--- config.mk ---
export PLATFORM = sky130hd
export DESIGN_NAME = program_loader_flat
export DESIGN_NICKNAME = d
export VERILOG_FILES = /design/src/rtl/program_loader_if.sv /design/src/rtl/program_loader.sv /design/src/flat_wrapper.sv
export SDC_FILE = /design/constraint.sdc
export NUM_CORES = 1
export LEC_CHECK = 0
export ABC_AREA = 1
export CAP_MARGIN = 10
export CORE_UTILIZATION = 41
export DETAILED_ROUTE_END_ITERATION = 7
export GPL_TIMING_DRIVEN = 0
export PLACE_DENSITY = 0.77
export SLEW_MARGIN = 25
export SYNTH_ARGS = -nofsm -noshare
export SYNTH_HDL_FRONTEND = slang
export SYNTH_SLANG_ARGS = --single-unit
--- constraint.sdc ---
create_clock -name CLK -period 2.4 [get_ports CLK]
set_clock_uncertainty 0.1 [all_clocks]
set_input_delay 0.48 -clock CLK [delete_from_list [all_inputs] [get_ports CLK]]
set_output_delay 0.48 -clock CLK [all_outputs]
set_load 0.01 [all_outputs]
--- src/rtl/program_loader_if.sv ---
// rtl/program_loader_if.sv - instruction stream handshake between host and program loader

interface program_loader_if;
  logic       in_valid;
  logic       in_ready;
  logic [2:0] in_op;
  logic [1:0] in_rs;
  logic [1:0] in_rt;
  logic [1:0] in_rd;
  logic [7:0] in_imm;
  logic       in_last;

  modport master (
    output in_valid, in_op, in_rs, in_rt, in_rd, in_imm, in_last,
    input  in_ready
  );

  modport slave (
    input  in_valid, in_op, in_rs, in_rt, in_rd, in_imm, in_last,
    output in_ready
  );
endinterface

--- src/rtl/program_loader.sv ---
// rtl/program_loader.sv - encodes streamed instructions into an 8-word store and launches the core

module program_loader #(
  parameter logic [7:0] OP_ADD  = 8'h20,
  parameter logic [7:0] OP_SUB  = 8'h10,
  parameter logic [7:0] OP_SLA  = 8'h08,
  parameter logic [7:0] OP_SRA  = 8'h04,
  parameter logic [7:0] OP_ST   = 8'h40,
  parameter logic [7:0] OP_LD   = 8'h80,
  parameter int         START_W = 1
) (
  input  logic                 CLK,
  input  logic                 RST,
  program_loader_if.slave      bus,
  input  logic                 reload,
  output logic [31:0]          IM0,
  output logic [31:0]          IM1,
  output logic [31:0]          IM2,
  output logic [31:0]          IM3,
  output logic [31:0]          IM4,
  output logic [31:0]          IM5,
  output logic [31:0]          IM6,
  output logic [31:0]          IM7,
  output logic [3:0]           count,
  output logic                 cpu_rst,
  output logic                 err
);

  localparam int SW = (START_W > 1) ? $clog2(START_W) : 1;

  typedef enum logic [1:0] {LOAD = 2'd0, START = 2'd1, RUN = 2'd2} state_t;

  state_t        state, state_nxt;
  logic [31:0]   im [8];
  logic [31:0]   enc;
  logic          legal;
  logic          xfer;
  logic [SW-1:0] start_cnt;

  assign xfer = bus.in_valid && (state == LOAD);

  assign IM0 = im[0];
  assign IM1 = im[1];
  assign IM2 = im[2];
  assign IM3 = im[3];
  assign IM4 = im[4];
  assign IM5 = im[5];
  assign IM6 = im[6];
  assign IM7 = im[7];

  // Build the 32-bit control-unit word from the incoming fields; ops 6/7 are illegal
  always_comb begin
    enc   = 32'h0;
    legal = 1'b1;
    case (bus.in_op)
      3'd0: enc = {OP_ADD, 6'd0, bus.in_rs, 6'd0, bus.in_rt, 6'd0, bus.in_rd};
      3'd1: enc = {OP_SUB, 6'd0, bus.in_rs, 6'd0, bus.in_rt, 6'd0, bus.in_rd};
      3'd2: enc = {OP_SLA, 6'd0, bus.in_rs, bus.in_imm, 6'd0, bus.in_rd};
      3'd3: enc = {OP_SRA, 6'd0, bus.in_rs, bus.in_imm, 6'd0, bus.in_rd};
      3'd4: enc = {OP_ST, bus.in_imm, 6'd0, bus.in_rt, 8'd0};
      3'd5: enc = {OP_LD, bus.in_imm, 6'd0, bus.in_rt, 8'd0};
      default: legal = 1'b0;
    endcase
  end

  // State register
  always_ff @(posedge CLK) begin
    if (RST) state <= LOAD;
    else     state <= state_nxt;
  end

  // Next-state: leave LOAD on in_last or when the 8th legal word lands
  always_comb begin
    state_nxt = state;
    case (state)
      LOAD: begin
        if (xfer && (bus.in_last || (legal && count == 4'd7))) state_nxt = START;
      end
      START: begin
        if (start_cnt == SW'(START_W - 1)) state_nxt = RUN;
      end
      RUN: begin
        if (reload) state_nxt = LOAD;
      end
      default: state_nxt = LOAD;
    endcase
  end

  // Outputs depend on state only, so in_ready has no path from in_valid
  always_comb begin
    bus.in_ready = 1'b0;
    cpu_rst      = 1'b0;
    case (state)
      LOAD:    bus.in_ready = 1'b1;
      START:   cpu_rst      = 1'b1;
      default: ;
    endcase
  end

  // Instruction store, word count, sticky error and START pulse timer
  always_ff @(posedge CLK) begin
    if (RST) begin
      for (int i = 0; i < 8; i++) im[i] <= 32'h0;
      count     <= 4'd0;
      err       <= 1'b0;
      start_cnt <= '0;
    end else begin
      start_cnt <= (state == START) ? start_cnt + 1'b1 : '0;
      if (xfer) begin
        if (legal) begin
          im[count[2:0]] <= enc;
          count          <= count + 4'd1;
        end else begin
          err <= 1'b1;
        end
      end
      if (state == RUN && reload) begin
        for (int i = 0; i < 8; i++) im[i] <= 32'h0;
        count <= 4'd0;
      end
    end
  end

endmodule

--- src/flat_wrapper.sv ---
// flat-port wrapper written by rule: the top's interface ports become plain ports
module program_loader_flat 
#(
  parameter logic [7:0] OP_ADD  = 8'h20,
  parameter logic [7:0] OP_SUB  = 8'h10,
  parameter logic [7:0] OP_SLA  = 8'h08,
  parameter logic [7:0] OP_SRA  = 8'h04,
  parameter logic [7:0] OP_ST   = 8'h40,
  parameter logic [7:0] OP_LD   = 8'h80,
  parameter int         START_W = 1
)
  (CLK, RST, reload, IM0, IM1, IM2, IM3, IM4, IM5, IM6, IM7, count, cpu_rst, err, bus_in_valid, bus_in_op, bus_in_rs, bus_in_rt, bus_in_rd, bus_in_imm, bus_in_last, bus_in_ready);
  program_loader_if bus_i ();
  input  logic CLK;
  input  logic RST;
  input  logic reload;
  output logic [31:0] IM0;
  output logic [31:0] IM1;
  output logic [31:0] IM2;
  output logic [31:0] IM3;
  output logic [31:0] IM4;
  output logic [31:0] IM5;
  output logic [31:0] IM6;
  output logic [31:0] IM7;
  output logic [3:0] count;
  output logic cpu_rst;
  output logic err;
  input wire logic [$bits(bus_i.in_valid)-1:0] bus_in_valid;
  input wire logic [$bits(bus_i.in_op)-1:0] bus_in_op;
  input wire logic [$bits(bus_i.in_rs)-1:0] bus_in_rs;
  input wire logic [$bits(bus_i.in_rt)-1:0] bus_in_rt;
  input wire logic [$bits(bus_i.in_rd)-1:0] bus_in_rd;
  input wire logic [$bits(bus_i.in_imm)-1:0] bus_in_imm;
  input wire logic [$bits(bus_i.in_last)-1:0] bus_in_last;
  output wire logic [$bits(bus_i.in_ready)-1:0] bus_in_ready;
  assign bus_i.in_valid = bus_in_valid;
  assign bus_i.in_op = bus_in_op;
  assign bus_i.in_rs = bus_in_rs;
  assign bus_i.in_rt = bus_in_rt;
  assign bus_i.in_rd = bus_in_rd;
  assign bus_i.in_imm = bus_in_imm;
  assign bus_i.in_last = bus_in_last;
  assign bus_in_ready = bus_i.in_ready;
  program_loader #(.OP_ADD(OP_ADD), .OP_SUB(OP_SUB), .OP_SLA(OP_SLA), .OP_SRA(OP_SRA), .OP_ST(OP_ST), .OP_LD(OP_LD), .START_W(START_W)) u_core (.CLK(CLK), .RST(RST), .bus(bus_i), .reload(reload), .IM0(IM0), .IM1(IM1), .IM2(IM2), .IM3(IM3), .IM4(IM4), .IM5(IM5), .IM6(IM6), .IM7(IM7), .count(count), .cpu_rst(cpu_rst), .err(err));
endmodule
==> results of run 1 <==
## cells in the mapped netlist (all sizes together)
library cell,instances
dfxtp,8
buf,81
xor2,2
edfxtp,192
conb,1
ha,1
inv,19
clkinv,1
o21ai,1
nor2,207
nand2,43
nand3b,1
a21oi,4
a22oi,2
a22o,2
nor3,3
nand3,13
## metrics by stage
step,worst slack (ns),total power [mW]
6_report,0.09302,7.820
5_1_grt,0.009346,8.048
4_1_cts,-0.04974,7.832
3_5_place_dp,-0.9373,5.004
3_3_place_gp,-1.357,4.986
2_1_floorplan,0.1165,4.512
## state kept, by name, summed over array words and instances, names as in the netlist
name	count
u_core.count	4
u_core.err	1
u_core.im	192
u_core.start_cnt	1
u_core.state	2
## power by group through the flow
stage,logic (mW),registers [mW],clock network (mW)
after floorplan,0.310,4.20,0
after global placement,0.866,4.12,0
after detailed placement,0.881,4.12,0
after CTS,0.900,4.04,2.89
after global routing,0.962,4.05,3.03
final,0.909,4.04,2.87
## layout by cell type, fill, tap and decap left out, types with 3 or more instances in the layout
| master | n |
|---|---|
| nor2_2 | 14 |
| nand2_1 | 29 |
| clkbuf_16 | 17 |
| conb_1 | 64 |
| nor2_1 | 190 |
| clkinv_8 | 4 |
| buf_2 | 4 |
| nand3_2 | 3 |
| dfxtp_1 | 8 |
| nand2_2 | 3 |
| inv_8 | 4 |
| clkdlybuf4s50_1 | 220 |
| nand3_1 | 5 |
| a21oi_1 | 4 |
| inv_2 | 6 |
| nand2_8 | 8 |
| nand2_4 | 3 |
| buf_6 | 8 |
| nand3_4 | 5 |
| buf_4 | 71 |
| inv_1 | 12 |
| edfxtp_1 | 192 |
## critical path: cells and delay by family
family	cells	cell delay (ns)
AND/OR/NAND/NOR	6	0.88
buffers and inverters	3	0.93
## cell families after synthesis
kind of cell	after synthesis	share of synthesized area, %
compound gates	9	1.072
xor+xnor	2	0.2208
fa+ha+maj	1	0.1577
buf+inv	101	8.893
flops	200	74.68
other cells	1	0.04726
simple gates	267	14.93
## per-layer routing
metal	GRT usage [%]	part of all wire, %	vias to the layer above
met3	5.129	8.1	31
met5	0	0	-
met1	25.40	39	2557
met4	7.780	2.0	0
met2	38.28	51	300
li1	-	-	2446
## worst min path at each step
stage                           from               to
floorplan           u_core.start_cnt  u_core.state[0]
global placement    u_core.start_cnt  u_core.state[0]
detailed placement        u_core.err       u_core.err
CTS                 u_core.start_cnt  u_core.state[0]
global route        u_core.start_cnt  u_core.state[0]
finish              u_core.start_cnt  u_core.state[0]
## cell type report
| cell class | instances | area share [%] |
|---|---|---|
| multi-input cells | 343 | 14.74 |
| plain buffers | 81 | 5.479 |
| flip-flops and latches | 200 | 51.69 |
| well taps | 260 | 2.838 |
| repair buffers | 222 | 19.34 |
| clock inverters | 15 | 1.506 |
| clock buffers | 17 | 3.711 |
| inverters | 20 | 0.6985 |
## repair_timing
item,4_1_cts,5_1_grt
resized for setup,13,8
hold buffers,0,0
buffers inserted,0,2
endpoints found under the setup margin,192,192
==> results.toml, run 1 <==
[cells_and_area]
seq_area_sq_um = 5926
final_util_pct = 60.88
diodes = 0
area_growth_syn_to_layout_pct = 44.48
fin_area_sq_um = 11460
drive_gt1_share_pct = 18.26
finalNonFillerCells = 1158
multi_input_comb_area_sq_um = 1690
nFillCells = 1464
nNetsFinal = 908

[clocking]
cts_tree = "yes"
cts.htree.levels = 4
cts-buffers-inserted = 17
cts_root_buffer = "clkbuf_16"
worstSkewPairLatency_ns = 0.43
path_clk_slew_ns = 0.08
max-clock-path-buffers = 2
clock-sinks = 200

[setup_path]
cp-endpoint = "u_core.im[1][11]"
crit_path_start_kind = "input port"
cp_slowest_stage_delay_ns = 0.50
crit_path_max_fanout = 24
criticalPathCategory = "input port to register"
rr_worst_depth = 5
required_ns = 2.41
r2r-end = "u_core.im[1][11]"
end_kind = "register"
r2r_slack_ns = 0.31
crit_path_start = "bus_in_op[1]"
regToRegStartpoint = "u_core.count[0]"
path_cells = "clkdlybuf4s50_1 -> inv_4 -> nand2_1 -> nand3_2 -> nand2_4 -> nor2_4 -> nand2_2 -> buf_4 -> nand2_8"
cp_slowest_cell = "clkdlybuf4s50_1"
cp.arrival_ns = 2.32

[route]
drc_errors = 0
drt_iter0_drc = 335
detail_route.vias_per_cell = 4.606
wirelength_um = 21370
drtAntennaViolNets = 0
firstDrtPassIters = 5
avgRoutedWirePerCell_um = 18.46
dr_total_vias = 5334

[yosys]
synthTopCellsByArea = "edfxtp_1 73%, nor2_1 9.0%, buf_4 6.5%"
ys_ff_latch = 200
avgSynthCellArea_sq_um = 13.66
yosysWarnings = 0
yosysUniqueCellTypes = 28
syn_area_sq_um = 7935
netlist.area_leader.share_pct = 72.66
synth_area_leader_cell = "edfxtp_1"
ys_seq_area_share_pct = 74.68
syn_inst = 581

[placed_design]
hpwlAfterDp_um = 15040
port_buffers = 220
dpl.cell_count = 1124
placed_area_sq_um = 10720
gp_congestion = 0.7501

[power]
p_clk_share_pct = 36.7
pwr-share-comb_pct = 11.6
p_int_mw = 5.806
vdd_ir_drop_max_mv = 0.4773
p_sw_mw = 2.014
power_density_nw_per_um2 = 682.1
sw_frac_of_total_pct = 25.75
power_leakage_nw = 4.354
seqPwrFrac_pct = 51.6

[global_routing]
grt_pass1_wl_um = 30460
grt_max_degree = 25
track_usage_pct = 21.56
grt-ovfl-total = 0
grt_pass1_vias = 5168
antenna_found_initial = 0

[hold_path]
holdPathStages = 2
hold_path_class = "register to register"

[run_status]
outcome = "complete, no violations"

[timing]
setup_viol = 0
setup_tns_ns = 0
hold_violations = 0
drv_slew = 0
max_freq_ghz = 0.4335
hold_ws_ns = 0.3689
min_period_ns = 2.307
rsz0062_at_grt = "no"
fin_crit_sh_pct = 96.12

[floorplan]
placementRows = 50
core_area_sq_um = 18830
dieHeight_um = 141.1
io_pins = 285
dieArea_sq_um = 19910
die_w_um = 141.1
start_util_pct = 42.14

[run]
maxCapViolCount = 0
Note: power is estimated with default switching activity, not from simulation.
==> inputs of run 2 (changes only) <==
--- a/config.mk
+++ b/config.mk
@@ -6,6 +6,7 @@
 export NUM_CORES = 1
 export LEC_CHECK = 0
 export ABC_AREA = 1
+export ABC_CLOCK_PERIOD_IN_PS = 2400
 export CAP_MARGIN = 10
 export CORE_UTILIZATION = 41
 export DETAILED_ROUTE_END_ITERATION = 7
==> results of run 2 <==
Final layout, timing and power as in run 1 (identical DEF).
